### src/rtl/dmem_ctrl_pkg.sv
// ---------------------------------------------------------------------------
// dmem_ctrl_pkg
// Shared types and defaults for the MEM-stage data RAM controller.
//   state_t : controller FSM states (IDLE, ISSUE, WAIT, DONE)
//   owner_t : which requester owns the current access (PIPE, LOADER).
//             The encoding doubles as the request/grant vector index in
//             rr_arb2 (PIPE = bit 0, LOADER = bit 1).
//   DEFAULT_LAT : default RAM read latency in cycles
// ---------------------------------------------------------------------------
package dmem_ctrl_pkg;

    typedef enum logic [1:0] {
        IDLE  = 2'd0,
        ISSUE = 2'd1,
        WAIT  = 2'd2,
        DONE  = 2'd3
    } state_t;

    typedef enum logic {
        PIPE   = 1'b0,
        LOADER = 1'b1
    } owner_t;

    localparam int DEFAULT_LAT = 2;

    // Width of the read-latency down-counter; covers LAT up to 7.
    localparam int CNT_W = 3;

endpackage

### src/rtl/dmem_ctrl_rr_arb2.sv
// ---------------------------------------------------------------------------
// rr_arb2
// Two-requester round-robin arbiter. Grants are combinational from req and
// the last_grant register; last_grant only moves when a grant is issued.
// On a tie the requester that was not granted last wins. last_grant resets
// to LOADER so the pipeline wins the first tie after reset.
// Ports:
//   clk, rst : clock, synchronous active-high reset
//   en       : arbitration allowed this cycle (controller idle)
//   req[1:0] : requests, indexed by owner_t (bit 0 pipeline, bit 1 loader)
//   gnt[1:0] : one-hot (or zero) grant, same indexing
// ---------------------------------------------------------------------------
module rr_arb2
    import dmem_ctrl_pkg::*;
(
    input  logic       clk,
    input  logic       rst,
    input  logic       en,
    input  logic [1:0] req,
    output logic [1:0] gnt
);

    owner_t last_grant_reg;

    for (genvar gi = 0; gi < 2; gi++) begin : g_gnt
        localparam int     OTHER = 1 - gi;
        localparam owner_t SELF  = owner_t'(gi);
        // Win when alone, or on a tie when this requester was not granted last.
        assign gnt[gi] = en & req[gi] & (~req[OTHER] | (last_grant_reg != SELF));
    end

    always_ff @(posedge clk) begin
        if (rst) begin
            last_grant_reg <= LOADER;
        end else if (gnt[LOADER]) begin
            last_grant_reg <= LOADER;
        end else if (gnt[PIPE]) begin
            last_grant_reg <= PIPE;
        end
    end

endmodule

### src/rtl/dmem_ctrl.sv
// ---------------------------------------------------------------------------
// dmem_ctrl
// Sequencing controller and two-way arbiter for the single-port data RAM
// behind the MEM stage. Serves load/store requests from the EX/MEM register
// and from a program-loader/debug port, drives the RAM with a fixed read
// latency, stalls the pipeline until its access completes and presents the
// load result in the cycle the pipeline advances (DONE).
// Ports:
//   clk, rst          : clock, synchronous active-high reset
//   m[1:0]            : pipeline control, m[1] read, m[0] write (11 = write)
//   address_MEM       : pipeline word address
//   write_data_mem    : pipeline store data
//   read_data_mem     : pipeline load result, valid in DONE, held afterwards
//   stall             : freeze IF/ID/EX/MEM registers
//   ld_req/ld_we      : loader request (level, held until ld_done), write flag
//   ld_addr/ld_wdata  : loader word address / write data
//   ld_rdata, ld_done : loader read result and one-cycle completion pulse
//   addr_err          : one-cycle pulse in DONE for an out-of-range address
//   ram_en/ram_we     : RAM access strobe (one cycle) and write enable
//   ram_addr/ram_wdata: RAM word index and write data
//   ram_rdata         : RAM read data, valid LAT cycles after ram_en
// Parameters: ADDR_W (RAM index width), LAT (read latency, 1..7)
// ---------------------------------------------------------------------------
module dmem_ctrl
    import dmem_ctrl_pkg::*;
#(
    parameter int ADDR_W = 5,
    parameter int LAT    = DEFAULT_LAT
) (
    input  logic              clk,
    input  logic              rst,
    input  logic [1:0]        m,
    input  logic [31:0]       address_MEM,
    input  logic [31:0]       write_data_mem,
    output logic [31:0]       read_data_mem,
    output logic              stall,
    input  logic              ld_req,
    input  logic              ld_we,
    input  logic [31:0]       ld_addr,
    input  logic [31:0]       ld_wdata,
    output logic [31:0]       ld_rdata,
    output logic              ld_done,
    output logic              addr_err,
    output logic              ram_en,
    output logic              ram_we,
    output logic [ADDR_W-1:0] ram_addr,
    output logic [31:0]       ram_wdata,
    input  logic [31:0]       ram_rdata
);

    // Counter preload: the WAIT state lasts LAT cycles including the capture
    // cycle, so it counts LAT-1 down to 0.
    localparam logic [CNT_W-1:0] WAIT_INIT = CNT_W'(LAT - 1);

    // -----------------------------------------------------------------------
    // State and datapath registers
    // -----------------------------------------------------------------------
    state_t             state_reg,      state_next;
    owner_t             owner_reg,      owner_next;
    logic               we_reg,         we_next;
    logic [ADDR_W-1:0]  addr_reg,       addr_next;
    logic [31:0]        wdata_reg,      wdata_next;
    logic [CNT_W-1:0]   cnt_reg,        cnt_next;
    logic               oor_reg,        oor_next;
    logic [31:0]        rdata_pipe_reg, rdata_pipe_next;
    logic [31:0]        rdata_ld_reg,   rdata_ld_next;

    // -----------------------------------------------------------------------
    // Arbitration
    // -----------------------------------------------------------------------
    logic        pipe_req;
    logic        arb_en;
    logic [1:0]  arb_req;
    logic [1:0]  arb_gnt;
    logic        gnt_pipe;
    logic        gnt_ld;

    assign pipe_req = |m;
    // Only IDLE arbitrates; DONE always returns to IDLE first, so a pipeline
    // request still visible in DONE is never serviced twice.
    assign arb_en   = (state_reg == IDLE);
    assign arb_req  = {ld_req, pipe_req};
    assign gnt_pipe = arb_gnt[PIPE];
    assign gnt_ld   = arb_gnt[LOADER];

    rr_arb2 u_arb (
        .clk (clk),
        .rst (rst),
        .en  (arb_en),
        .req (arb_req),
        .gnt (arb_gnt)
    );

    // Request selected by the arbiter.
    logic        sel_we;
    logic [31:0] sel_addr;
    logic [31:0] sel_wdata;
    logic        sel_oor;

    always_comb begin
        sel_we    = ld_we;
        sel_addr  = ld_addr;
        sel_wdata = ld_wdata;
        if (gnt_pipe) begin
            // m = 2'b11 has m[0] set and is therefore handled as a write.
            sel_we    = m[0];
            sel_addr  = address_MEM;
            sel_wdata = write_data_mem;
        end
        // Any address bit at or above ADDR_W makes the access out of range.
        sel_oor = |(sel_addr >> ADDR_W);
    end

    // -----------------------------------------------------------------------
    // FSM next state and datapath updates
    // -----------------------------------------------------------------------
    always_comb begin
        state_next      = state_reg;
        owner_next      = owner_reg;
        we_next         = we_reg;
        addr_next       = addr_reg;
        wdata_next      = wdata_reg;
        cnt_next        = cnt_reg;
        oor_next        = oor_reg;
        rdata_pipe_next = rdata_pipe_reg;
        rdata_ld_next   = rdata_ld_reg;

        case (state_reg)
            IDLE: begin
                if (gnt_pipe || gnt_ld) begin
                    owner_next = gnt_ld ? LOADER : PIPE;
                    we_next    = sel_we;
                    addr_next  = sel_addr[ADDR_W-1:0];
                    wdata_next = sel_wdata;
                    oor_next   = sel_oor;
                    if (sel_oor) begin
                        // Rejected access: skip the RAM, report zero data.
                        state_next = DONE;
                        if (gnt_ld) begin
                            rdata_ld_next = '0;
                        end else begin
                            rdata_pipe_next = '0;
                        end
                    end else begin
                        state_next = ISSUE;
                        // Combined read+write from the pipeline returns zero.
                        if (gnt_pipe && (m == 2'b11)) begin
                            rdata_pipe_next = '0;
                        end
                    end
                end
            end

            ISSUE: begin
                if (we_reg) begin
                    state_next = DONE;
                end else begin
                    cnt_next   = WAIT_INIT;
                    state_next = WAIT;
                end
            end

            WAIT: begin
                if (cnt_reg == '0) begin
                    if (owner_reg == LOADER) begin
                        rdata_ld_next = ram_rdata;
                    end else begin
                        rdata_pipe_next = ram_rdata;
                    end
                    state_next = DONE;
                end else begin
                    cnt_next = cnt_reg - CNT_W'(1);
                end
            end

            DONE: begin
                state_next = IDLE;
            end

            default: begin
                state_next = IDLE;
            end
        endcase
    end

    always_ff @(posedge clk) begin
        if (rst) begin
            state_reg      <= IDLE;
            owner_reg      <= PIPE;
            we_reg         <= 1'b0;
            addr_reg       <= '0;
            wdata_reg      <= '0;
            cnt_reg        <= '0;
            oor_reg        <= 1'b0;
            rdata_pipe_reg <= '0;
            rdata_ld_reg   <= '0;
        end else begin
            state_reg      <= state_next;
            owner_reg      <= owner_next;
            we_reg         <= we_next;
            addr_reg       <= addr_next;
            wdata_reg      <= wdata_next;
            cnt_reg        <= cnt_next;
            oor_reg        <= oor_next;
            rdata_pipe_reg <= rdata_pipe_next;
            rdata_ld_reg   <= rdata_ld_next;
        end
    end

    // -----------------------------------------------------------------------
    // Outputs
    // -----------------------------------------------------------------------
    logic st_busy;   // ISSUE or WAIT
    logic st_done;

    assign st_busy = (state_reg == ISSUE) || (state_reg == WAIT);
    assign st_done = (state_reg == DONE);

    assign ram_en    = (state_reg == ISSUE);
    assign ram_we    = ram_en & we_reg;
    assign ram_addr  = addr_reg;
    assign ram_wdata = wdata_reg;

    assign read_data_mem = rdata_pipe_reg;
    assign ld_rdata      = rdata_ld_reg;
    assign ld_done       = st_done & (owner_reg == LOADER);
    assign addr_err      = st_done & oor_reg;

    // The pipeline is released in its own DONE cycle (data is valid there),
    // but stays frozen through a loader access including the loader's DONE,
    // since its request can only be granted in the following IDLE.
    assign stall = ~rst & (
                     (arb_en & pipe_req)
                   | (st_busy & (owner_reg == PIPE))
                   | ((st_busy | st_done) & (owner_reg == LOADER) & pipe_req));

endmodule
### config.mk
export PLATFORM = sky130hd
export DESIGN_NAME = dmem_ctrl
export DESIGN_NICKNAME = d
export VERILOG_FILES = /design/src/rtl/dmem_ctrl_pkg.sv /design/src/rtl/dmem_ctrl_rr_arb2.sv /design/src/rtl/dmem_ctrl.sv
export SDC_FILE = /design/constraint.sdc
export NUM_CORES = 1
export LEC_CHECK = 0
export CORE_ASPECT_RATIO = 2
export CORE_MARGIN = 5
export CORE_UTILIZATION = 42
export CTS_CLUSTER_SIZE = 8
export DETAILED_ROUTE_END_ITERATION = 8
export GPL_TIMING_DRIVEN = 0
export HOLD_SLACK_MARGIN = 0.08
export PLACE_DENSITY = 0.86
export RECOVER_POWER = 100
export SYNTH_ARGS = -nofsm -noshare
export SYNTH_HDL_FRONTEND = slang
export SYNTH_SLANG_ARGS = --single-unit
### constraint.sdc
create_clock -name clk -period 5.78 [get_ports clk]
set_input_delay 1.156 -clock clk [delete_from_list [all_inputs] [get_ports clk]]
set_output_delay 1.156 -clock clk [all_outputs]
set_load 0.05 [all_outputs]
==> impl_metrics.csv, run 1 <==
group,metric,value,unit
status,status,"finished, final reports clean",
sta,fin_crit,4.42,ns
global_routing,grt_antenna_before_repair,0,
die,start_util,42.8,%
yosys,syn_nets,725,
yosys,synth_top_area_cell,"dfxtp_1",
yosys,synth-seq-area-share,43.7,%
clock_tree,cts_tree,"done",
die,rows,56,
yosys,netlist-cell-type-count,34,
sta,relSlewSlack,22.1,%
yosys,synthCells,552,
placement,place_congestion,1.00,
yosys,synth_ff_type,"dfxtp_1",
route,wl_per_cell,18.4,um
layout,multiInputGateArea,2590,um^2
sta,drv_slew,0,
die,fp.dieArea,14400,um^2
clock_tree,clkSinkCount,110,
route,first_iter_violations,160,
yosys,ys_ff_latch,110,
route,antenna_left,0,
worst_hold_path,min-delay-path-class,"flip-flop to flip-flop",
placement,portBuffers,270,
yosys,synth_common_cells,"110 x dfxtp_1, 70 x mux2i_1, 67 x nand2b_1",
worst_setup_path,path_max_fanout,10,
power_and_ir_drop,power_density,472,nW/um^2
worst_setup_path,cp-end-kind,"output port",
placement,dp.cells,967,
worst_setup_path,crit_arrival,3.26,ns
sta,rsz0062_at_grt,"no",
layout,drive_above_1_share,2.15,%
sta,finalCritPeriodShare,76.5,%
worst_setup_path,path_cells,"clkbuf_1 > clkbuf_1 > clkbuf_1 > a21oi_1 > dlygate4sd3_1",
job,maxCapViolCount,0,
yosys,synth.most_common_cell,"dfxtp_1",
placement,hpwl,15200,um
sta,whs,0.468,ns
sta,clock_skew,0.00966,ns
layout,syn_to_final_growth,62.5,%
placement,dp_slack,1.39,ns
yosys,avgSynthCellArea,9.12,um^2
worst_setup_path,r2r_cells,10,
sta,hold_violations,0,
worst_setup_path,crit_cells,5,
worst_hold_path,whs_path_depth,2,
sta,max_freq,226,MHz
die,core,11800,um^2
layout,stdcell_count,983,
global_routing,overflow,0,
sta,setup_viol,0,
global_routing,grtUsageTotal,24.8,%
yosys,postSynth.asyncResetShare,0,%
layout,fillCellCount,939,
clock_tree,clk_latency,0.34,ns
yosys,synthTopCellsByArea,"dfxtp_1 44%, mux2i_1 14%, nand2b_1 8.3%, a211oi_1 6.0%, a21oi_1 3.9%",
yosys,synth_area,5040,um^2
clock_tree,post-cts-setup-buffers,0,
clock_tree,cts_resized,0,
clock_tree,cts_hold_buf,0,
worst_setup_path,path_delay_family,"buffers and inverters",
global_routing,grt_pass1_vias,5678,
worst_setup_path,critPathRequiredTime,4.62,ns
clock_tree,clockBufferDepth,2,
sta,tns,0,ns
route,vias_per_cell,5.27,
yosys,synth_top_area_share,43.7,%
worst_setup_path,path_class,"input pin to output port",
power_and_ir_drop,power_leakage,3.32,nW
route,wl,18100,um
global_routing,grt_max_degree,21,
layout,ff_latch_area,2200,um^2
clock_tree,cts_buffers,9,
route,dr.pass1.iters,4,
clock_tree,root_buffer,"clkbuf_16",
die,ioPinCount,272,
sta,fin_ws,1.36,ns
worst_setup_path,cp_slowest_cell,"dlygate4sd3_1",
yosys,yosysWarnings,0,
worst_setup_path,path_buf_inv,4,
layout,diodes,0,
route,drc,0,
yosys,synth_edf_count,0,
worst_setup_path,cp_common_cell,"clkbuf_1",
die,die_width,87.4,um
worst_setup_path,critPathLaunchType,"input pin",
die,die_y,165,um
route,dr_total_vias,5177,
layout,layout.nets,1006,
clock_tree,cts.clk_slew.worst_paths,0.07,ns
global_routing,grt_pass1_wl,27900,um
worst_setup_path,max_stage_delay,0.80,ns
power_and_ir_drop,ir_drop,0.000314,V
clock_tree,htree_levels,3,
layout,stdcell_area,8190,um^2
sta,tightest_slew,1.16,ns
placement,placed_area,7920,um^2
cells by family after synthesis:
family	Yosys count	synth area share, %
and+or+nand+nor	216	23.4
DFF	110	43.7
adders and majority gates	7	1.74
buffers and inverters	53	4.52
muxes	70	13.9
AOI/OAI and AO/OA	96	12.7
stage by stage:
step	util, %	power, mW
floorplan	-	2.60
global placement	67.3	3.27
detailed placement	67.3	3.34
CTS	69.9	3.99
global route	69.5	4.08
finish	69.5	3.86
power breakdown:
group / leakage, nW / internal [mW] / switching [mW] / total (mW)
Sequential: 0.899 / 0.944 / 0.0989 / 1.04
Clock: 0.151 / 0.347 / 0.298 / 0.646
Combinational: 2.27 / 0.760 / 1.41 / 2.17
Total: 3.32 / 2.05 / 1.81 / 3.86
metal layers:
metal  vias to the layer above  track usage, %  routed length (um)
li1                       2506               -                   -
met1                      2401            24.1                6100
met2                       225            47.1               10300
met3                        45            5.59                1190
met4                         0            12.8                 571
met5                         -               0                   0
tightest hold or removal path, stage by stage (launching register included):
cell and delay [ns]:
dfxtp_1 0.31, nand2b_1 0.06, a21oi_1 0.06
final cells by class:
type,instances,share of cell area (%)
clock inverters,7,1.05
plain buffers,45,2.08
flip-flops and latches,110,26.9
well taps,145,2.22
repair buffers,270,33.0
clock buffers,9,2.75
multi-input cells,389,31.6
inverters,8,0.367
path summary, 6_finish.rpt:
kind | to | start | slack (ns)
min reg2reg | ld_rdata[13]$_SDFFE_PP0P_ | ld_rdata[13]$_SDFFE_PP0P_ | 0.47
max | stall | rst | 1.36
min | ld_rdata[13]$_SDFFE_PP0P_ | ld_rdata[13]$_SDFFE_PP0P_ | 0.47
max reg2reg | read_data_mem[17]$_SDFFE_PP0P_ | state_reg[0]$_SDFFE_PP0P_ | 2.32
cell usage in the layout, fill, tap and decap left out, types with 2 or more instances in the layout:
cell type,n
a211oi_1,40
inv_1,8
nand4_1,4
and3_1,2
inv_8,2
and2_1,2
nor3_1,5
nand3_1,35
clkdlybuf4s50_1,163
dfxtp_1,110
nand3b_1,22
dlygate4sd3_1,107
nor2b_1,3
nor4_1,13
inv_6,3
o21ai_0,5
a211o_1,2
ha_1,7
nand2_1,15
a21o_1,2
clkbuf_1,42
nor2_1,47
buf_1,2
mux2i_1,70
clkbuf_16,9
nand2b_1,67
a21oi_1,39
Note: power is estimated with default switching activity, not from simulation.
==> run 2, diff against run 1 <==
--- a/config.mk
+++ b/config.mk
@@ -7,12 +7,12 @@
 export LEC_CHECK = 0
 export CORE_ASPECT_RATIO = 2
 export CORE_MARGIN = 5
-export CORE_UTILIZATION = 42
+export CORE_UTILIZATION = 36
 export CTS_CLUSTER_SIZE = 8
 export DETAILED_ROUTE_END_ITERATION = 8
 export GPL_TIMING_DRIVEN = 0
 export HOLD_SLACK_MARGIN = 0.08
-export PLACE_DENSITY = 0.86
+export PLACE_DENSITY = 0.78
 export RECOVER_POWER = 100
 export SYNTH_ARGS = -nofsm -noshare
 export SYNTH_HDL_FRONTEND = slang
==> constraint.sdc (replaced) <==
create_clock -name clk -period 3.7 [get_ports clk]
set_input_delay 0.74 -clock clk [delete_from_list [all_inputs] [get_ports clk]]
set_output_delay 0.74 -clock clk [all_outputs]
set_load 0.05 [all_outputs]
==> run 2 against run 1 <==
Worst hold slack gained 0.0023 ns. Routed wire length shrank 4.1%. Global-route usage shrank 4.2 points. Sequential share of layout area shrank 0.27 points. Clock skew is essentially flat. Setup slack lost 1.1 ns. Die area grew 15%. Total power grew 56%. Cell area grew 1.0%. Sequential cell count is the same. Via count shrank 3.4%. Critical path type unchanged.
==> impl_metrics.csv, run 2 (same netlist as run 1, synthesis figures left out) <==
group,metric,value,unit
power_and_ir_drop,seqPwrFrac,26.7,%
sta,tns,0,ns
sta,max_freq,290,MHz
layout,layout_common_cells,"163 x clkdlybuf4s50_1, 110 x dfxtp_1, 107 x dlygate4sd3_1",
placement,place_congestion,0.882,
global_routing,grt_pass1_wl,26500,um
clock_tree,clockBufferDepth,2,
power_and_ir_drop,power,6.02,mW
route,vias_per_cell,4.86,
worst_setup_path,worstReg2RegStart,"state_reg[0]$_SDFFE_PP0P_",
clock_tree,root_buffer,"clkbuf_16",
status,status,"finished, final reports clean",
worst_hold_path,min-delay-start,"ld_rdata[15]$_SDFFE_PP0P_",
sta,setup_viol,0,
worst_setup_path,critPathRequiredTime,2.96,ns
global_routing,grt_max_degree,21,
worst_setup_path,path_max_fanout,10,
layout,fillCellCount,1253,
power_and_ir_drop,power_density,728,nW/um^2
sta,fin_crit,3.45,ns
layout,layout.nets,1006,
clock_tree,clk_latency,0.35,ns
route,first_iter_violations,135,
power_and_ir_drop,p_comb_share,57.1,%
sta,relSlewSlack,47.6,%
clock_tree,cts_tree,"done",
placement,dp_slack,0.104,ns
worst_setup_path,max_stage_delay,0.80,ns
die,rows,61,
die,die_width,93.6,um
clock_tree,cts.clk_slew.worst_paths,0.08,ns
sta,clock_skew,0.00991,ns
worst_setup_path,r2r_cells,9,
worst_setup_path,path_cells,"clkbuf_1 > clkbuf_2 > clkbuf_1 > a21oi_1 > dlygate4sd3_1",
die,die_y,177,um
sta,finalCritPeriodShare,93.1,%
clock_tree,htree_levels,3,
worst_hold_path,whs_path_depth,2,
sta,drv_slew,0,
sta,fin_ws,0.254,ns
route,antenna_left,0,
placement,hpwl,14400,um
route,wl_per_cell,16.9,um
worst_setup_path,setup.worst_path.start,"rst",
power_and_ir_drop,power_leakage,3.35,nW
clock_tree,clkSinkCount,110,
worst_setup_path,crit_arrival,2.71,ns
power_and_ir_drop,clkPwrFrac,16.1,%
die,start_util,36.5,%
sta,tightest_slew,0.786,ns
route,dr.pass1.iters,4,
clock_tree,cts_hold_buf,0,
die,fp.dieArea,16600,um^2
clock_tree,cts_buffers,9,
worst_setup_path,rr_endpoint,"ram_wdata[14]$_SDFFE_PP0P_",
worst_hold_path,whs_endpoint,"ld_rdata[15]$_SDFFE_PP0P_",
job,maxCapViolCount,0,
die,ioPinCount,272,
placement,portBuffers,270,
global_routing,grt_antenna_before_repair,1,
layout,final_core_util,59.8,%
die,core,13800,um^2
global_routing,overflow,0,
power_and_ir_drop,p_int,3.19,mW
worst_setup_path,r2r_slack,0.73,ns
power_and_ir_drop,ir_drop,0.000505,V
power_and_ir_drop,swShare,47.0,%
layout,drive_above_1_share,3.10,%
worst_setup_path,path_class,"input pin to output port",
global_routing,grt_pass1_vias,5224,
worst_setup_path,cp_common_cell,"clkbuf_1",
worst_setup_path,critPathLaunchType,"input pin",
worst_hold_path,min-delay-path-class,"flip-flop to flip-flop",
layout,syn_to_final_growth,64.2,%
power_and_ir_drop,switchingPower,2.83,mW
sta,whs,0.470,ns
route,wl,17400,um
global_routing,grtUsageTotal,20.6,%
worst_setup_path,cp-end-kind,"output port",
sta,hold_violations,0,
sta,rsz0062_at_grt,"no",
route,dr_total_vias,5000,
worst_setup_path,cp_slowest_cell,"dlygate4sd3_1",
route,drc,0,
layout,final_common_cell,"clkdlybuf4s50_1",
## run 2: cell count changes in the layout (fill, tap and decap cells not counted), sizes merged
cell / change
clkinv: +3
buf: +3
clkbuf: -2
bufinv: -1
clkinvlp: -1
diode: +1
inv: -2
## run 2: metal layers
| layer | track usage, % | wire [um] | vias to the layer above |
|---|---|---|---|
| met2 | 39.9 | 9670 | 179 |
| met4 | 9.28 | 735 | 0 |
| met3 | 4.85 | 996 | 38 |
| met1 | 20.0 | 5980 | 2275 |
| li1 | - | - | 2508 |
| met5 | 0 | 0 | - |
## run 2: per-stage QoR
step | instances | instance area [um^2]
finish | 1028 | 8270
global route | 1028 | 8270
CTS | 1027 | 8280
detailed placement | 1011 | 7980
global placement | 1011 | 7980
floorplan | 552 | 5040
## run 2: critical path, delay by kind of cell
family          cells  cell delay (ns)
compound gates      1             0.08
buf+inv             4             1.89
## run 2: cell type report
class                      count  area [um^2]  area share, %
multi-input combinational    389         2600           31.4
tap                          189          236           2.86
antenna                        1         2.50         0.0303
inverter                       8         30.0          0.363
clock inverter                 6         61.3          0.742
timing repair buffer         270         2700           32.7
sequential                   110         2200           26.6
clock buffer                  10          239           2.89
buffer                        45          196           2.38
## run 2: how the worst max path moves through the flow
stage	endpoint	cells past startpoint
2_1_floorplan	stall	4
3_3_place_gp	stall	5
6_report	stall	5
3_5_place_dp	stall	5
4_1_cts	stall	5
5_1_grt	stall	5
## run 2: power groups by stage
stage / registers [mW] / logic (mW) / clock network (mW)
after floorplan: 2.53 / 1.53 / 0
after global placement: 1.64 / 3.56 / 0
after detailed placement: 1.65 / 3.57 / 0
after CTS: 1.62 / 3.58 / 0.990
after global routing: 1.65 / 3.68 / 1.05
final: 1.61 / 3.44 / 0.971
## run 2: timing repair
| action | in CTS | in global routing |
|---|---|---|
| setup buffers | 0 | 0 |
| setup endpoints to repair | 0 | 1 |
| gates resized for setup | 0 | 2 |
==> run 3, diff against run 2 <==
--- a/config.mk
+++ b/config.mk
@@ -6,7 +6,7 @@
 export NUM_CORES = 1
 export LEC_CHECK = 0
 export CORE_ASPECT_RATIO = 2
-export CORE_MARGIN = 5
+export CORE_MARGIN = 2
 export CORE_UTILIZATION = 36
 export CTS_CLUSTER_SIZE = 8
 export DETAILED_ROUTE_END_ITERATION = 8
==> run 3 against run 2 <==
Register-to-register slack worse by 0.17 ns. Critical path type unchanged. Total power is 0.74% higher. Routed wire length shrank 4.9%.
==> impl_metrics.csv, run 3 (same netlist as run 1, synthesis figures left out) <==
group,metric,value,unit
status,status,"finished, final reports clean",
clock_tree,cts_hold_buf,0,
worst_setup_path,path_delay_family,"buffers and inverters",
power_and_ir_drop,power_density,732,nW/um^2
sta,fin_ws,0.229,ns
power_and_ir_drop,ir_drop,0.000496,V
sta,hold_violations,0,
global_routing,grt_pass1_vias,5148,
placement,hpwl,13400,um
sta,max_freq,288,MHz
clock_tree,htree_levels,3,
clock_tree,clockBufferDepth,2,
clock_tree,cts.clk_slew.worst_paths,0.07,ns
route,vias_per_cell,4.89,
worst_setup_path,cp_common_cell,"clkbuf_1",
global_routing,overflow,0,
layout,stdcell_area,8280,um^2
power_and_ir_drop,power_leakage,3.34,nW
layout,diodes,0,
layout,syn_to_final_growth,64.3,%
sta,fin_crit,3.47,ns
route,drc,0,
placement,place_congestion,0.794,
job,maxCapViolCount,0,
route,antenna_left,0,
die,core,13800,um^2
sta,tns,0,ns
layout,final_core_util,59.9,%
sta,rsz0062_at_grt,"no",
worst_setup_path,cp_slowest_cell,"clkdlybuf4s50_1",
layout,drive_above_1_share,2.74,%
route,first_iter_violations,146,
sta,clock_skew,0.00902,ns
global_routing,grtUsageTotal,21.7,%
sta,setup_viol,0,
worst_hold_path,min-delay-path-class,"flip-flop to flip-flop",
sta,drv_slew,0,
clock_tree,clk_latency,0.35,ns
sta,relSlewSlack,46.6,%
worst_setup_path,path_class,"input pin to output port",
worst_setup_path,path_cells,"clkbuf_1 > clkbuf_1 > clkbuf_1 > a21oi_1 > clkdlybuf4s50_1",
clock_tree,root_buffer,"clkbuf_16",
worst_setup_path,path_max_fanout,10,
sta,finalCritPeriodShare,93.8,%
clock_tree,post-cts-setup-buffers,0,
route,wl_per_cell,16.1,um
route,wl,16500,um
route,dr.pass1.iters,5,
clock_tree,clkSinkCount,110,
placement,placed_area,7980,um^2
placement,portBuffers,270,
clock_tree,cts_tree,"done",
worst_setup_path,critPathRequiredTime,2.96,ns
clock_tree,cts_buffers,9,
die,die_y,171,um
die,start_util,36.5,%
clock_tree,cts_resized,0,
die,ioPinCount,272,
die,die_width,87.6,um
worst_setup_path,critPathLaunchType,"input pin",
layout,final_common_cell,"clkdlybuf4s50_1",
sta,whs,0.469,ns
die,fp.dieArea,15000,um^2
layout,layout_common_cells,"163 x clkdlybuf4s50_1, 110 x dfxtp_1, 107 x dlygate4sd3_1",
global_routing,grt_max_degree,21,
placement,dp_slack,0.177,ns
layout,layout.nets,1006,
worst_setup_path,path_buf_inv,4,
global_routing,grt_pass1_wl,25500,um
die,rows,61,
worst_setup_path,cp-end-kind,"output port",
global_routing,grt_antenna_before_repair,0,
route,dr_total_vias,5019,
worst_setup_path,max_stage_delay,0.73,ns
sta,tightest_slew,0.800,ns
layout,fillCellCount,1216,
worst_setup_path,crit_arrival,2.73,ns
## run 3: cell count changes in the layout (fill, tap and decap cells not counted)
cell / before / now
buf_6: 3 / 0
clkbuf_1: 36 / 39
bufinv_16: 0 / 1
clkinv_2: 1 / 0
diode_2: 1 / 0
o21ai_0: 5 / 6
o21ai_1: 1 / 0
o31ai_2: 1 / 0
o31ai_4: 0 / 1
## run 3: area by class of cell
cell class	count	area, um^2	area share [%]
Buffer	45	174	2.10
Clock buffer	10	239	2.89
Clock inverter	6	86.3	1.04
Inverter	8	30.0	0.363
Multi-Input combinational cell	389	2610	31.5
Sequential cell	110	2200	26.6
Tap cell	189	236	2.86
Timing Repair Buffer	270	2700	32.7
## run 3: metrics by stage
step                      total power, mW  instances
after detailed placement             5.21       1011
after CTS                            6.26       1027
final                                6.06       1027
after global placement               5.18       1011
after global routing                 6.39       1027
after floorplan                      4.06        552
## run 3: worst paths after layout
kind	start	end	slack (ns)	cells after the start
worst max-delay path	rst	stall	0.23	5
worst max register to register	state_reg[1]$_SDFFE_PP0P_	ram_wdata[13]$_SDFFE_PP0P_	0.56	9
worst min-delay path	ld_rdata[10]$_SDFFE_PP0P_	ld_rdata[10]$_SDFFE_PP0P_	0.47	2
worst min register to register	ld_rdata[10]$_SDFFE_PP0P_	ld_rdata[10]$_SDFFE_PP0P_	0.47	2
## run 3: where the power goes
group | leakage [nW] | internal, mW | switching (mW)
Sequential | 0.899 | 1.47 | 0.139
Combinational | 2.28 | 1.20 | 2.21
Clock | 0.160 | 0.563 | 0.476
Total | 3.34 | 3.23 | 2.83
## run 3: worst reg2reg max path: stages (launching register included)
cell,delay (ns)
dfxtp_1,0.36
inv_1,0.12
ha_1,0.14
buf_2,0.18
o21ai_0,0.19
a21oi_1,0.33
clkbuf_1,0.65
clkbuf_1,0.61
mux2i_1,0.33
a211oi_1,0.10
## run 3: routing by layer
| metal | global-route usage (%) | part of all wire (%) |
|---|---|---|
| met4 | 7.89 | 2.8 |
| met2 | 43.4 | 57 |
| met3 | 4.03 | 4.6 |
| met1 | 21.1 | 35 |
| met5 | 0 | 0 |
